File: src/rtl/ddr_traffic_pkg.sv
// ddr_traffic_pkg
//   Shared definitions for the DDR write-then-read traffic checker:
//   FSM state encoding, LFSR polynomial/seed constants and the
//   incrementing-pattern and LFSR-step helper functions.
package ddr_traffic_pkg;

    typedef enum logic [2:0] {
        ST_IDLE,
        ST_WR_CMD,
        ST_WR_DATA,
        ST_RD_CMD,
        ST_RD_DATA,
        ST_DONE
    } state_t;

    // Galois right-shift toggle mask for x^32 + x^22 + x^2 + x + 1
    localparam logic [31:0] LFSR_POLY = 32'h8020_0003;
    // Per-pass seed is LFSR_SEED | pass_cnt
    localparam logic [31:0] LFSR_SEED = 32'hACE1_0000;

    // Incrementing pattern: word address XOR pass number in the upper half,
    // so consecutive passes never write identical data.
    function automatic logic [31:0] pat_word(input logic [31:0] addr,
                                             input logic [7:0]  beat,
                                             input logic [15:0] pass);
        return (addr + {24'h0, beat}) ^ {pass, 16'h0};
    endfunction

    function automatic logic [31:0] lfsr_next(input logic [31:0] s);
        return {1'b0, s[31:1]} ^ (s[0] ? LFSR_POLY : 32'h0);
    endfunction

endpackage

File: src/rtl/ddr_traffic_pat.sv
// ddr_traffic_pat
//   Pattern generator for one direction (write or read) of the checker.
//   Produces the 32-bit pattern word for the current beat; the caller
//   replicates it across the data bus.
//   Optional feature macro: TRAFFIC_LFSR_EN -- when defined, i_sel=1 selects
//   a 32-bit Galois LFSR seeded on i_load and stepped on i_adv. When not
//   defined only the incrementing pattern exists and i_sel is ignored.
// Ports:
//   i_clk, i_rst   clock, synchronous active-high reset
//   i_load         reseed LFSR from i_pass (pass start)
//   i_adv          step LFSR by one beat
//   i_sel          1 = LFSR pattern, 0 = incrementing pattern
//   i_pass         current pass count
//   i_base, i_beat burst start word address and beat index
//   o_word         pattern word for the current beat
module ddr_traffic_pat
    import ddr_traffic_pkg::*;
#(
    parameter int ADDR_WIDTH = 28
) (
    input  logic                  i_clk,
    input  logic                  i_rst,
    input  logic                  i_load,
    input  logic                  i_adv,
    input  logic                  i_sel,
    input  logic [15:0]           i_pass,
    input  logic [ADDR_WIDTH-1:0] i_base,
    input  logic [7:0]            i_beat,
    output logic [31:0]           o_word
);

    logic [31:0] w_inc;
    assign w_inc = pat_word(32'(i_base), i_beat, i_pass);

`ifdef TRAFFIC_LFSR_EN
    logic [31:0] r_lfsr;

    always_ff @(posedge i_clk) begin
        if (i_rst)
            r_lfsr <= '0;
        else if (i_load)
            r_lfsr <= LFSR_SEED | {16'h0, i_pass};
        else if (i_adv)
            r_lfsr <= lfsr_next(r_lfsr);
    end

    assign o_word = i_sel ? r_lfsr : w_inc;
`else
    // Sequencing inputs only matter to the LFSR variant.
    logic w_unused;
    assign w_unused = ^{i_clk, i_rst, i_load, i_adv, i_sel};
    assign o_word   = w_inc;
`endif

endmodule

File: config.mk
export PLATFORM = sky130hd
export DESIGN_NAME = ddr_traffic_pat
export DESIGN_NICKNAME = d
export VERILOG_FILES = /design/src/rtl/ddr_traffic_pkg.sv /design/src/rtl/ddr_traffic_pat.sv
export SDC_FILE = /design/constraint.sdc
export NUM_CORES = 1
export LEC_CHECK = 0
export BUFFER_PORTS_ARGS = -buffer_cell sky130_fd_sc_hd__buf_2
export CAP_MARGIN = 20
export CORE_MARGIN = 3
export CORE_UTILIZATION = 39
export DETAILED_ROUTE_END_ITERATION = 6
export PLACE_DENSITY = 0.84
export SYNTH_ARGS = -nofsm -noshare
export SYNTH_HDL_FRONTEND = slang
export SYNTH_SLANG_ARGS = --single-unit
export TNS_END_PERCENT = 10
File: constraint.sdc
create_clock -name vclk -period 2.2
set_input_delay 0.22 -clock vclk [all_inputs]
set_output_delay 0.22 -clock vclk [all_outputs]
set_load 0.05 [all_outputs]
; ---- Yosys cells after proc, flatten, opt, wreduce, memory -nomap -nowiden
; Index checks and enable logic that the tools add are counted.
[op_classes]
n_addsub = 1
bitwise = 1
[ops]
columns = operator, n
row1 = XOR 29 x 32 -> 32 bit, 1
row2 = adder 28 x 8 -> 29 bit, 1
[word_totals]
ff_bits = 0
word_cells = 2

; ---- Longest topological paths before layout
; Gate-level depths: netlist (run 1).
[logic_depth]
ltp_word = 2
ltp_mapped = 7
ltp_nobuf = 7

; ---- Worst setup path before layout (run 1)
; OpenSTA, ideal clock, no wires.
[synth_path]
path_type = input to output
startpoint = input port i_base[0]
endpoint = output port o_word[24]
arrival_time_ns = 2.507
required_ns = 1.980
slack_ns = -0.527
stages = 7
n_path_buf = 0
cell_sequence = ha_1 fa_1 a211oi_2 nor3_4 o221a_4 and4_1 xnor2_1
[synth_between]
elab_chain_cells = 2
[synth_lines]
columns = item, line_no
row1 = "start, declared", ddr_traffic_pat.sv:27  ; input logic [ADDR_WIDTH-1:0] i_base,
row2 = adder 28 x 8 -> 29 bit, ddr_traffic_pkg.sv:26  ; return (addr + {24'h0, beat}) ^ {pass, 16'h0};
row3 = XOR 29 x 32 -> 32 bit, ddr_traffic_pkg.sv:26
row4 = "end, declared", ddr_traffic_pat.sv:29  ; output logic [31:0] o_word
; No other way between the ends.

; ---- Final worst setup path (run 1)
; Same ends and word-level chain as after synthesis.

==> results, run 1 <==
- The biggest cell delay along the critical path is 360 ps.
- The number of I/O port buffers is 78.
- The data arrival at the endpoint of the critical path is 2010 ps.
- After detailed routing, the number of remaining DRC violations is 0.
- The worst hold path begins at i_pass[15].
- The floorplan has 17 rows.
- The number of nets handed over by synthesis was 185.
- The min-delay analysis places its worst path in the category input pin to primary output.
- The die width is 55.4 um.
- The clock buffer count in the final layout is 0.
- The share of the clock period used by the worst path is 1.01.
- The cell family contributing the most delay on the critical path is compound AO/OA/AOI/OAI gates.
- After the flow finishes, the layout carries non-filler instances totaling 232.
- The count of maximum capacitance violations is 0.
- The number of top-level pins is just under 90.
- Registers take 0 um2.
- After the first detailed-routing iteration, the DRC count stood at 26.
- The routability-driven placement congestion ratio is 0.791.
- The first global-routing pass estimated 5.29 mm of wire.
- The total power is slightly below 0.0007 W.
- The detailed-route wire length is approximately 3.4 mm.
- Data on the critical path is required at its endpoint by 1980 ps.
- The worst hold path passes through 0 cells.
- The buffer and inverter count on the worst path is 2.
- The initial antenna violation count was 0.
- In this run the remaining antenna-violating nets after routing total 0.
- The number of vias after detailed routing is 1279.
- The standard cell with the maximum stage delay on the critical path is sky130_fd_sc_hd__fa_2.
- Static timing analysis puts the maximum clock frequency at about 0.45 GHz.
- The average cell area after synthesis is 8.00 um2.
- The post-layout minimum cycle time is 2230 ps.
- The final max-slew violation count was 0.
- Using the TritonRoute via totals, the vias-per-cell ratio works out to 5.51.
- The gate count after technology mapping is 119.
- The design has 0 sequential cells.
- For this run, the total global-route usage over all layers was measured as 0.200.
- The number of global-route vias before repair is ~1.3k.
- The total congestion overflow is 0.
- After detailed placement, the design holds a cell count of 226.
- The total area inside the core boundary comes to 2250 um2.
- Summing all placed instances gives a cell area of 1470 um2.
- The yosys synthesis warning count is 0.
- Along the worst path, the maximum fanout reaches 7.
- The die is 55.4 um tall.
- The total iterations of the first detailed-routing run is 4.
- Relative to the synthesized area, the layout overhead comes to 80.6%.
- The number of setup violations in the final report is 3.
- The reported leakage power is between 0.7 and 0.8 nW.
- The final worst setup slack is -26.3 ps.
- The relative slew slack is 0.707.
- The worst setup path is captured at a primary output.
- By instance count, the cell type seen most on the critical path is sky130_fd_sc_hd__buf_6.
- The checks that failed: setup timing.
- The finished cells cover approximately 1700 um2.
- The floorplan step defined a die boundary enclosing 3070 um2.
- The worst hold-check slack is 440 ps.
- In the final routed layout, each cell accounts on average for 14.8 um.
- Setup repair after global routing could not meet its margin everywhere.
- Power spread over the standard cell area amounts to 392 nW/um2.
- The number of nets in the layout is 272.
- The number of antenna diodes is 0.
- For the pin with the worst max-slew slack, the measured transition is about 440 ps.
- The netlist area before placement is about 950 um2.
- The run finished, with violations left.
- For this configuration, the core starts out at a cell density of 0.422.
- The pin count of the biggest net entering global routing is 14.
- The worst setup path is of the input pin to primary output kind.
- Detailed placement finished with a half-perimeter wire length of 2.46 mm.
- Traced cell by cell, the critical path runs through buf_6 > ha_4 > fa_2 > a211oi_4 > nor3_4 > o221a_4 > and4_4 > xnor2_4 > buf_6.
- STA classifies the critical path startpoint as an input pin.
- The end point of the most critical hold path is o_word[31].
- In this run, distinct cell masters in the synthesized netlist total 35.
- IR analysis of the VDD net gives a maximum drop of 305 uV.
- The final-report hold violation count is 0.
- The sequential share of the synthesized area is 0.
- Of the cells placed in the final design, the portion with a size suffix greater than 1 is 0.578.
how the worst max path moves through the flow:
stage,startpoint,to,slack [ps],cells after the start
floorplan,i_base[0],o_word[12],-160,7
global placement,i_base[0],o_word[24],-290,9
detailed placement,i_base[0],o_word[24],-330,9
CTS,i_base[0],o_word[24],-50,9
global route,i_base[0],o_word[12],-80,9
finish,i_base[0],o_word[24],-30,9
repair_timing:
| item | CTS | global route |
|---|---|---|
| cloned | 0 | 1 |
| buffers inserted | 2 | 3 |
| pin swaps | 8 | 12 |
| gates resized for setup | 29 | 29 |
| endpoints found under the setup margin | 22 | 23 |
| hold buffers | 0 | 0 |
through the flow:
stage	utilization	setup TNS [ps]	setup slack [ps]
floorplan	-	-1960	-158
CTS	0.706	-93.6	-46.5
finish	0.762	-53.2	-26.3
global placement	0.650	-2700	-289
global route	0.762	-486	-82.7
detailed placement	0.650	-3210	-333
metal layers:
| metal | routed length [um] | global-route usage | vias to the layer above |
|---|---|---|---|
| met4 | 151 | 0.0590 | 0 |
| met5 | 0 | 0 | - |
| met2 | 1780 | 0.395 | 85 |
| met3 | 306 | 0.0350 | 15 |
| met1 | 1190 | 0.210 | 567 |
| li1 | - | - | 612 |
synthesized netlist by cell type (2+ instances only):
cell type	number	area [um2]
sky130_fd_sc_hd__o211ai_1	7	52.6
sky130_fd_sc_hd__nor2_1	6	22.5
sky130_fd_sc_hd__clkbuf_1	2	7.51
sky130_fd_sc_hd__ha_1	8	100
sky130_fd_sc_hd__a21oi_1	4	20.0
sky130_fd_sc_hd__and4_1	3	26.3
sky130_fd_sc_hd__inv_1	2	7.51
sky130_fd_sc_hd__nand2_1	6	22.5
sky130_fd_sc_hd__a21o_1	5	37.5
sky130_fd_sc_hd__and3_1	5	31.3
sky130_fd_sc_hd__o2111ai_1	2	17.5
sky130_fd_sc_hd__xor2_1	8	70.1
sky130_fd_sc_hd__nand3_1	5	25.0
sky130_fd_sc_hd__xnor2_1	29	254
sky130_fd_sc_hd__buf_4	4	30.0
sky130_fd_sc_hd__a211o_1	2	17.5
sky130_fd_sc_hd__nor3_1	3	15.0
cell usage in the layout (no fill, tap or decap), types with 2 or more instances in the layout:
cell	synthesis	final
sky130_fd_sc_hd__buf_6	0	9
sky130_fd_sc_hd__nand2_1	6	6
sky130_fd_sc_hd__xor2_1	8	8
sky130_fd_sc_hd__o211ai_1	7	7
sky130_fd_sc_hd__nand3_1	5	5
sky130_fd_sc_hd__a21o_1	5	4
sky130_fd_sc_hd__nor2_1	6	4
sky130_fd_sc_hd__nor2_2	0	2
sky130_fd_sc_hd__and3_1	5	5
sky130_fd_sc_hd__xnor2_2	1	3
sky130_fd_sc_hd__buf_4	4	23
sky130_fd_sc_hd__a21oi_4	0	4
sky130_fd_sc_hd__ha_4	0	2
sky130_fd_sc_hd__ha_1	8	5
sky130_fd_sc_hd__and4_1	3	2
sky130_fd_sc_hd__xnor2_4	0	3
sky130_fd_sc_hd__inv_1	2	2
sky130_fd_sc_hd__nor3_1	3	3
sky130_fd_sc_hd__a211o_1	2	2
sky130_fd_sc_hd__buf_2	0	52
sky130_fd_sc_hd__clkbuf_4	0	6
sky130_fd_sc_hd__xnor2_1	29	24
sky130_fd_sc_hd__o21ai_1	1	2
cells by family (layout without fill, tap and decap cells):
logic type | Yosys count | after routing | synth area share
AOI/OAI and AO/OA | 29 | 30 | 0.244
buffers and inverters | 8 | 92 | 0.0473
and+or+nand+nor | 35 | 35 | 0.225
xor gates and xnor gates | 38 | 38 | 0.357
adders and majority gates | 9 | 9 | 0.126
final cells by class:
class	count	area [um2]
timing repair buffer	90	579
multi-input combinational	112	1100
tap	28	35.0
fill	168	536
inverter	2	7.51
power by group:
group          internal (W)  leakage (nW)  switching, W
clock                     0             0             0
sequential                0             0             0
combinational      0.000245         0.777      0.000428
No activity file was read; power rests on OpenSTA's default activity.
==> run 2, diff against run 1 <==
--- a/config.mk
+++ b/config.mk
@@ -5,12 +5,12 @@
 export SDC_FILE = /design/constraint.sdc
 export NUM_CORES = 1
 export LEC_CHECK = 0
-export BUFFER_PORTS_ARGS = -buffer_cell sky130_fd_sc_hd__buf_2
 export CAP_MARGIN = 20
 export CORE_MARGIN = 3
-export CORE_UTILIZATION = 39
+export CORE_UTILIZATION = 63
 export DETAILED_ROUTE_END_ITERATION = 6
-export PLACE_DENSITY = 0.84
+export DONT_BUFFER_PORTS = 1
+export PLACE_DENSITY = 0.79
 export SYNTH_ARGS = -nofsm -noshare
 export SYNTH_HDL_FRONTEND = slang
 export SYNTH_SLANG_ARGS = --single-unit
==> run 2 against run 1 <==
- the run now fails in clock tree synthesis
- synthesized cell count unchanged
- area after synthesis unchanged
==> results, run 2 <==
- The overall die height came to 44.9 um (was 55.4 um).
- The number of different library cells in the post-synthesis netlist is 35 (unchanged).
- The routability-driven placement congestion ratio is 0.761 (was 0.791).
- The gate count after technology mapping is 119 (unchanged).
- The number of I/O port buffers is 0 (was 78).
- The cell taking the most area after synthesis is sky130_fd_sc_hd__xnor2_1 (unchanged).
- The average cell area after synthesis is 8.00 um2 (unchanged).
- Leading cell types by count after synthesis: sky130_fd_sc_hd__xnor2_1 (29), sky130_fd_sc_hd__ha_1 (8), sky130_fd_sc_hd__xor2_1 (8) (unchanged).
- The post-synthesis net count was 185 (unchanged).
- The sequential share of the synthesized area came to 0 (unchanged).
- Area contributors post-synth: sky130_fd_sc_hd__xnor2_1 (27%), sky130_fd_sc_hd__ha_1 (11%), sky130_fd_sc_hd__xor2_1 (7.4%) (unchanged).
- The initial standard-cell utilization of the core is 0.697 (was 0.422).
- The number of top-level pins is 89 (unchanged).
- The hold-fix buffer count after cts is 0 (unchanged).
- The netlist area before placement was 952 um2 (unchanged).
- The stage at which the run stopped is clock tree synthesis.
- The proportion of netlist area held by the largest area contributor is 0.267 (unchanged).
- The most common cell in the synthesized netlist is sky130_fd_sc_hd__xnor2_1 (unchanged).
- The estimated wirelength of the detail-placed design is 2.92 mm (was 2.46 mm).
- The yosys synthesis warning count was 0 (unchanged).
- Outcome: aborted with a tool error (was finished with violations).
- The count of cells resized by post-cts repair is 8 (was 29).
- The die width is 44.9 um (was 55.4 um).
- The first error in the log reads "[ERROR DPL-0038] Utilization greater than 100%, impossible to legalize".
- The number of post-CTS setup repair buffers is 2 (unchanged).
- The placement row count came to 13 (was 17).
## run 2: cell counts after synthesis
Identical to the previous run, type by type.
## run 2: cells by family after synthesis
family	synth area share
xor+xnor	0.357
simple gates	0.225
fa+ha+maj	0.126
compound gates	0.244
buf+inv	0.0473
## run 2: stage by stage
stage	setup WS (ps)	utilization	cells	cell area, um2	setup TNS, ps
after floorplan	-158	-	119	1030	-1960
after global placement	-52.9	0.975	158	1330	-155
after detailed placement	-130	0.975	158	1330	-907
==> run 3, diff against run 2 <==
--- a/config.mk
+++ b/config.mk
@@ -6,11 +6,11 @@
 export NUM_CORES = 1
 export LEC_CHECK = 0
 export CAP_MARGIN = 20
-export CORE_MARGIN = 3
-export CORE_UTILIZATION = 63
+export CORE_AREA = 3 3 64 66
 export DETAILED_ROUTE_END_ITERATION = 6
+export DIE_AREA = 0 0 67 69
 export DONT_BUFFER_PORTS = 1
-export PLACE_DENSITY = 0.79
+export PLACE_DENSITY_LB_ADDON = 0.15
 export SYNTH_ARGS = -nofsm -noshare
 export SYNTH_HDL_FRONTEND = slang
 export SYNTH_SLANG_ARGS = --single-unit
==> run 3 against run 2 <==
- the flow now finishes without violations
==> results, run 3 (same netlist as run 1, synthesis figures left out) <==
- The first-pass GRT wire length is 4.59 mm.
- The initial standard-cell utilization of the core is 0.262 (was 0.697).
- The family of cells with the greatest summed delay on the critical path is adder cells.
- The number of global-route vias before repair came to just over 1k.
- On the critical path, the stage with the largest delay is an instance of sky130_fd_sc_hd__fa_2.
- For this design the ratio of total power to cell area is 434 nW/um2.
- Hold timing on the final database bottoms out at a slack of 440 ps.
- The top cell types in the final layout, fill and taps aside, are sky130_fd_sc_hd__xnor2_1 (24), sky130_fd_sc_hd__buf_4 (24), sky130_fd_sc_hd__xor2_1 (8), sky130_fd_sc_hd__buf_12 (8).
- The pre-antenna-repair detailed-routing pass consisted of 4 iterations.
- The remaining antenna violation count after routing is 0.
- The initial antenna violation count is 0.
- The total power is 0.000620 W.
- The routed wirelength normalized by instance count is 14.4 um.
- After detailed routing, the number of remaining DRC violations is 0.
- The number of antenna diodes is 0.
- Timing would allow up to 0.467 GHz.
- The hold-fix buffer count after cts is 0 (unchanged).
- Across the whole layout, storage elements account for 0 um2.
- The total congestion overflow is 0.
- The estimated wirelength of the detail-placed design is 2.42 mm (was 2.92 mm).
- The biggest cell delay along the critical path is approximately 390 ps.
- Using the TritonRoute via totals, the vias-per-cell ratio works out to 5.03.
- The layout-stage area growth over the synthesis result is 49.9%.
- The relative slew slack is 0.696.
- The overall die height is 69 um (was 44.9 um).
- The number of setup violations in the final report is 0.
- The layout cell share with drive strength beyond 1 is 0.352.
- The detailed-route wire length is 2.78 mm.
- The number of cells on the worst hold path is 0.
- For the pin with the worst max-slew slack, the measured transition is 452 ps.
- The post-layout minimum cycle time is 2140 ps.
- The final-report hold violation count is 0.
- Outcome: complete, no violations (was aborted with a tool error).
- The path with the worst hold slack has its endpoint at o_word[30].
- Dividing the final minimum period by the clock period gives 0.974.
- The number of cells after detailed placement is 192 (was 158).
- The worst setup path is captured at a primary output.
- The placement row count is 22 (was 13).
- The critical path is of the input pin to primary output type.
- The number of top-level pins is 89 (unchanged).
- For this run, the number of standard cells in the final layout without fillers is ~190.
- The area of the core is about 3600 um2.
- Setup repair after global routing could not meet its margin everywhere.
- The cell area reported after detailed placement is 1380 um2 (was 1330 um2).
- The kind of path behind the tightest hold check is input pin to primary output.
- The highest ir drop seen on vdd is 135 uV.
- Summed over all cells, the static leakage comes to 0.566 nW.
- The sequential cell count of the final layout is 0.
- STA puts the critical path data arrival time at 1920 ps.
- The die width is 67 um (was 44.9 um).
- The post-layout utilization of the core is 0.393.
- For this block, the initial DRC count from the detailed router was 28.
- The pin count of the biggest net entering global routing is 14.
- Traced cell by cell, the critical path runs through ha_2 > fa_2 > a211oi_4 > nor3_4 > o221a_4 > and4_4 > xnor2_4 > buf_12.
- The floorplan die area is about 4600 um2.
- The count of maximum capacitance violations is 0.
- The final max-slew violation count is 0.
- The number of nets in the layout is 213.
- The routability-driven placement congestion ratio came to 0.687 (was 0.761).
- The finished cells cover 1430 um2.
- The overall routing resource usage is 0.115.
- STA puts the critical path data required time at 1980 ps.
- The buffer and inverter count on the worst path is 1.
- The startpoint class of the critical path is an input pin.
- The worst hold path begins at i_pass[14].
- The critical-path maximum fanout is 7.
- The clock buffer count in the final layout is 0.
- The number of I/O port buffers is 0 (unchanged).
- The number of vias after detailed routing is 970.
run 3: worst max-delay path by stage:
| stage | slack, ps | cells after the start | end | startpoint |
|---|---|---|---|---|
| final | 60 | 8 | o_word[24] | i_base[0] |
| after global routing | -20 | 8 | o_word[24] | i_base[0] |
| after CTS | 3 | 8 | o_word[18] | i_base[0] |
| after detailed placement | -160 | 8 | o_word[24] | i_base[0] |
| after global placement | -120 | 8 | o_word[24] | i_base[0] |
| after floorplan | -160 | 7 | o_word[12] | i_base[0] |
run 3: report_power, final:
part	internal (W)	switching, W
logic	0.000240	0.000380
clock network	0	0
registers	0	0
run 3: what timing repair did:
action	CTS	global route
endpoints found under the setup margin	11	21
endpoints found under the hold margin	0	0
pin swaps	6	2
resized for setup	7	1
setup buffers	1	0
run 3: metrics by stage:
stage	setup slack, ps	TNS (ps)
2_1_floorplan	-158	-1960
3_3_place_gp	-123	-726
3_5_place_dp	-161	-1230
4_1_cts	2.89	0
5_1_grt	-18.6	-18.6
6_report	56.9	0
run 3: layout make-up:
type | count | area (um2)
fillers | 389 | 2210
well taps | 48 | 60.1
multi-input cells | 111 | 1020
inverters | 2 | 7.51
repair buffers | 32 | 340
run 3: per-layer routing:
layer	vias up	GRT usage	part of all wire
li1	489	-	-
met3	4	0.0261	0.11
met4	0	0.00676	0.0036
met5	-	0	0
met1	427	0.138	0.37
met2	50	0.213	0.51
==> run 4, diff against run 3 <==
--- a/config.mk
+++ b/config.mk
@@ -6,11 +6,14 @@
 export NUM_CORES = 1
 export LEC_CHECK = 0
 export CAP_MARGIN = 20
+export CELL_PAD_IN_SITES_DETAIL_PLACEMENT = 1
+export CELL_PAD_IN_SITES_GLOBAL_PLACEMENT = 1
 export CORE_AREA = 3 3 64 66
 export DETAILED_ROUTE_END_ITERATION = 6
 export DIE_AREA = 0 0 67 69
 export DONT_BUFFER_PORTS = 1
 export PLACE_DENSITY_LB_ADDON = 0.15
+export SETUP_SLACK_MARGIN = 0.3
 export SYNTH_ARGS = -nofsm -noshare
 export SYNTH_HDL_FRONTEND = slang
 export SYNTH_SLANG_ARGS = --single-unit
==> constraint.sdc (replaced) <==
create_clock -name vclk -period 2.5
set_input_delay 0.25 -clock vclk [all_inputs]
set_output_delay 0.25 -clock vclk [all_outputs]
set_load 0.05 [all_outputs]
==> run 4 against run 3 <==
- combinational power shrank 12%
- sequential cell count is the same
- cell count shrank 1.6%
- die area is the same
==> results, run 4 (same netlist as run 1, synthesis figures left out) <==
- The overall routing resource usage is 0.129 (was 0.115).
- The post-detailed-route via-to-cell ratio is 5.23 (was 5.03).
- The power per standard cell area is 361 nW/um2 (was 434 nW/um2).
- The worst hold-check slack came to 500 ps (was 440 ps).
- The cell area after layout is 1510 um2 (was 1430 um2).
- The final-layout fill cell count is 441 (was 389).
- The floorplan die area is 4620 um2 (unchanged).
- The number of setup violations in the final report is 0 (unchanged).
- The number of top-level pins is 89 (unchanged).
- The highest achievable clock rate is about 0.45 GHz.
- The total area of multi-input combinational cells is 1140 um2 (was 1020 um2).
- The clock buffer count in the final layout was 0 (unchanged).
- The routed wirelength normalized by instance count came to 16.7 um (was 14.4 um).
- The number of vias after detailed routing is 994 (was 970).
- The layout-stage area growth over the synthesis result is 58.6% (was 49.9%).
- The die width is 67 um (unchanged).
- The number of nets in the layout is 210 (was 213).
- The total iterations of the first detailed-routing run is 4 (unchanged).
- The data arrival at the endpoint of the critical path was 1950 ps (was 1920 ps).
- The total congestion overflow was 0 (unchanged).
- The detailed-route wire length is 3.17 mm (was 2.78 mm).
- The estimated wirelength of the detail-placed design is 2.62 mm (was 2.42 mm).
- The number of global-route vias before repair came to 1061 (was 1024).
- The count of maximum capacitance violations is 0 (unchanged).
- The kind of path behind the tightest hold check is input pin to primary output (unchanged).
- The routability-driven placement congestion ratio came to 0.752 (was 0.687).
- The final max-slew violation count was 0 (unchanged).
- The reported leakage power was 0.597 nW (was 0.566 nW).
- The count of unresolved DRC violations after routing is 0 (unchanged).
- Commonest non-fill, non-tap cells in the layout: sky130_fd_sc_hd__xnor2_1 (22), sky130_fd_sc_hd__buf_4 (22), sky130_fd_sc_hd__xor2_1 (8), sky130_fd_sc_hd__o211ai_1 (7), sky130_fd_sc_hd__buf_12 (7) (was sky130_fd_sc_hd__xnor2_1 (24), sky130_fd_sc_hd__buf_4 (24), sky130_fd_sc_hd__xor2_1 (8), sky130_fd_sc_hd__buf_12 (8)).
- The startpoint-to-endpoint class of the critical path is input pin to primary output (unchanged).
- The startpoint class of the critical path was an input pin (unchanged).
- The first-pass GRT wire length was 5.02 mm (was 4.59 mm).
- The number of I/O port buffers is 0 (unchanged).
- The overall die height came to 69 um (unchanged).
- The relative slew slack is 0.269 (was 0.696).
- The required arrival time at the worst endpoint came to 2250 ps (was 1980 ps).
- The initial standard-cell utilization of the core is 0.262 (unchanged).
- The sequential cell area in the final layout is 0 um2 (unchanged).
- The critical-path maximum fanout is 7 (unchanged).
- The cell area reported after detailed placement is 1340 um2 (was 1380 um2).
- The pin count of the biggest net entering global routing came to 14 (unchanged).
- The setup TNS after final layout is 0 ps (unchanged).
- The violation count after the first detailed-route iteration came to 36 (was 28).
- The final-report hold violation count was 0 (unchanged).
- The share of the clock period used by the worst path is 0.880.
- The number of cells after detailed placement is 187 (was 192).
- The placement row count came to 22 (unchanged).
- Unrepaired setup endpoints after global routing: true (unchanged).
- The layout cell share with drive strength beyond 1 was 0.415 (was 0.352).
- The transition at the pin with the smallest max-transition slack is 1090 ps (was 452 ps).
- The type of element capturing the critical path is a primary output (unchanged).
- The remaining antenna violation count after routing is 0 (unchanged).
- The initial antenna violation count is 0 (unchanged).
- The count of non-filler cells in the finished layout is 190 (was 193).
- Outcome: complete, no violations (unchanged).
- The sequential cell count of the final layout is 0 (unchanged).
- The area of the core was 3630 um2 (unchanged).
- The total power was 0.000545 W (was 0.000620 W).
- The post-layout minimum cycle time is 2200 ps.
- The number of antenna diodes is 0 (unchanged).
- The highest ir drop seen on vdd is 125 uV (was 135 uV).
- The hold-fix buffer count after cts is 0 (unchanged).
[run 4: cell count changes in the layout (fill, tap and decap cells not counted), sizes merged]
cell / previous run / this run
buf: 32 / 29
[run 4: metrics by stage]
step,util,setup WS (ps)
after floorplan,-,107
after global placement,0.368,102
after detailed placement,0.368,11.9
after CTS,0.384,224
after global routing,0.416,235
final,0.416,300
[run 4: area by class of cell]
cell class                 count  area share
tap                           48      0.0398
multi-input combinational    111       0.753
timing repair buffer          29       0.202
inverter                       2     0.00497
[run 4: layer usage]
layer	vias up	wire length, um	track usage
met1	461	1220	0.163
li1	483	-	-
met4	0	0	0
met3	0	254	0.0163
met2	50	1690	0.240
met5	-	0	0
[run 4: worst paths after layout]
path | from | cells after the start | end | slack, ps
worst min-delay path | i_pass[15] | 0 | o_word[31] | 500
worst max-delay path | i_base[0] | 8 | o_word[16] | 300
[run 4: power by group]
group / switching (W) / leakage, nW / internal, W / total [W]
Clock: 0 / 0 / 0 / 0
Combinational: 0.000337 / 0.597 / 0.000208 / 0.000545
Sequential: 0 / 0 / 0 / 0
Total: 0.000337 / 0.597 / 0.000208 / 0.000545
[run 4: critical path: stages]
cell and delay (ps):
sky130_fd_sc_hd__ha_4 140, sky130_fd_sc_hd__fa_2 370, sky130_fd_sc_hd__a211oi_4 300, sky130_fd_sc_hd__nor3_4 100
sky130_fd_sc_hd__o221a_4 270, sky130_fd_sc_hd__and3_4 180, sky130_fd_sc_hd__xnor2_4 180, sky130_fd_sc_hd__buf_12 150
[run 4: repair_timing]
item | CTS | global route
setup endpoints to repair | 11 | 19
setup buffers | 2 | 1
endpoints found under the hold margin | 0 | 0
resized for setup | 9 | 15
pin swaps | 7 | 11
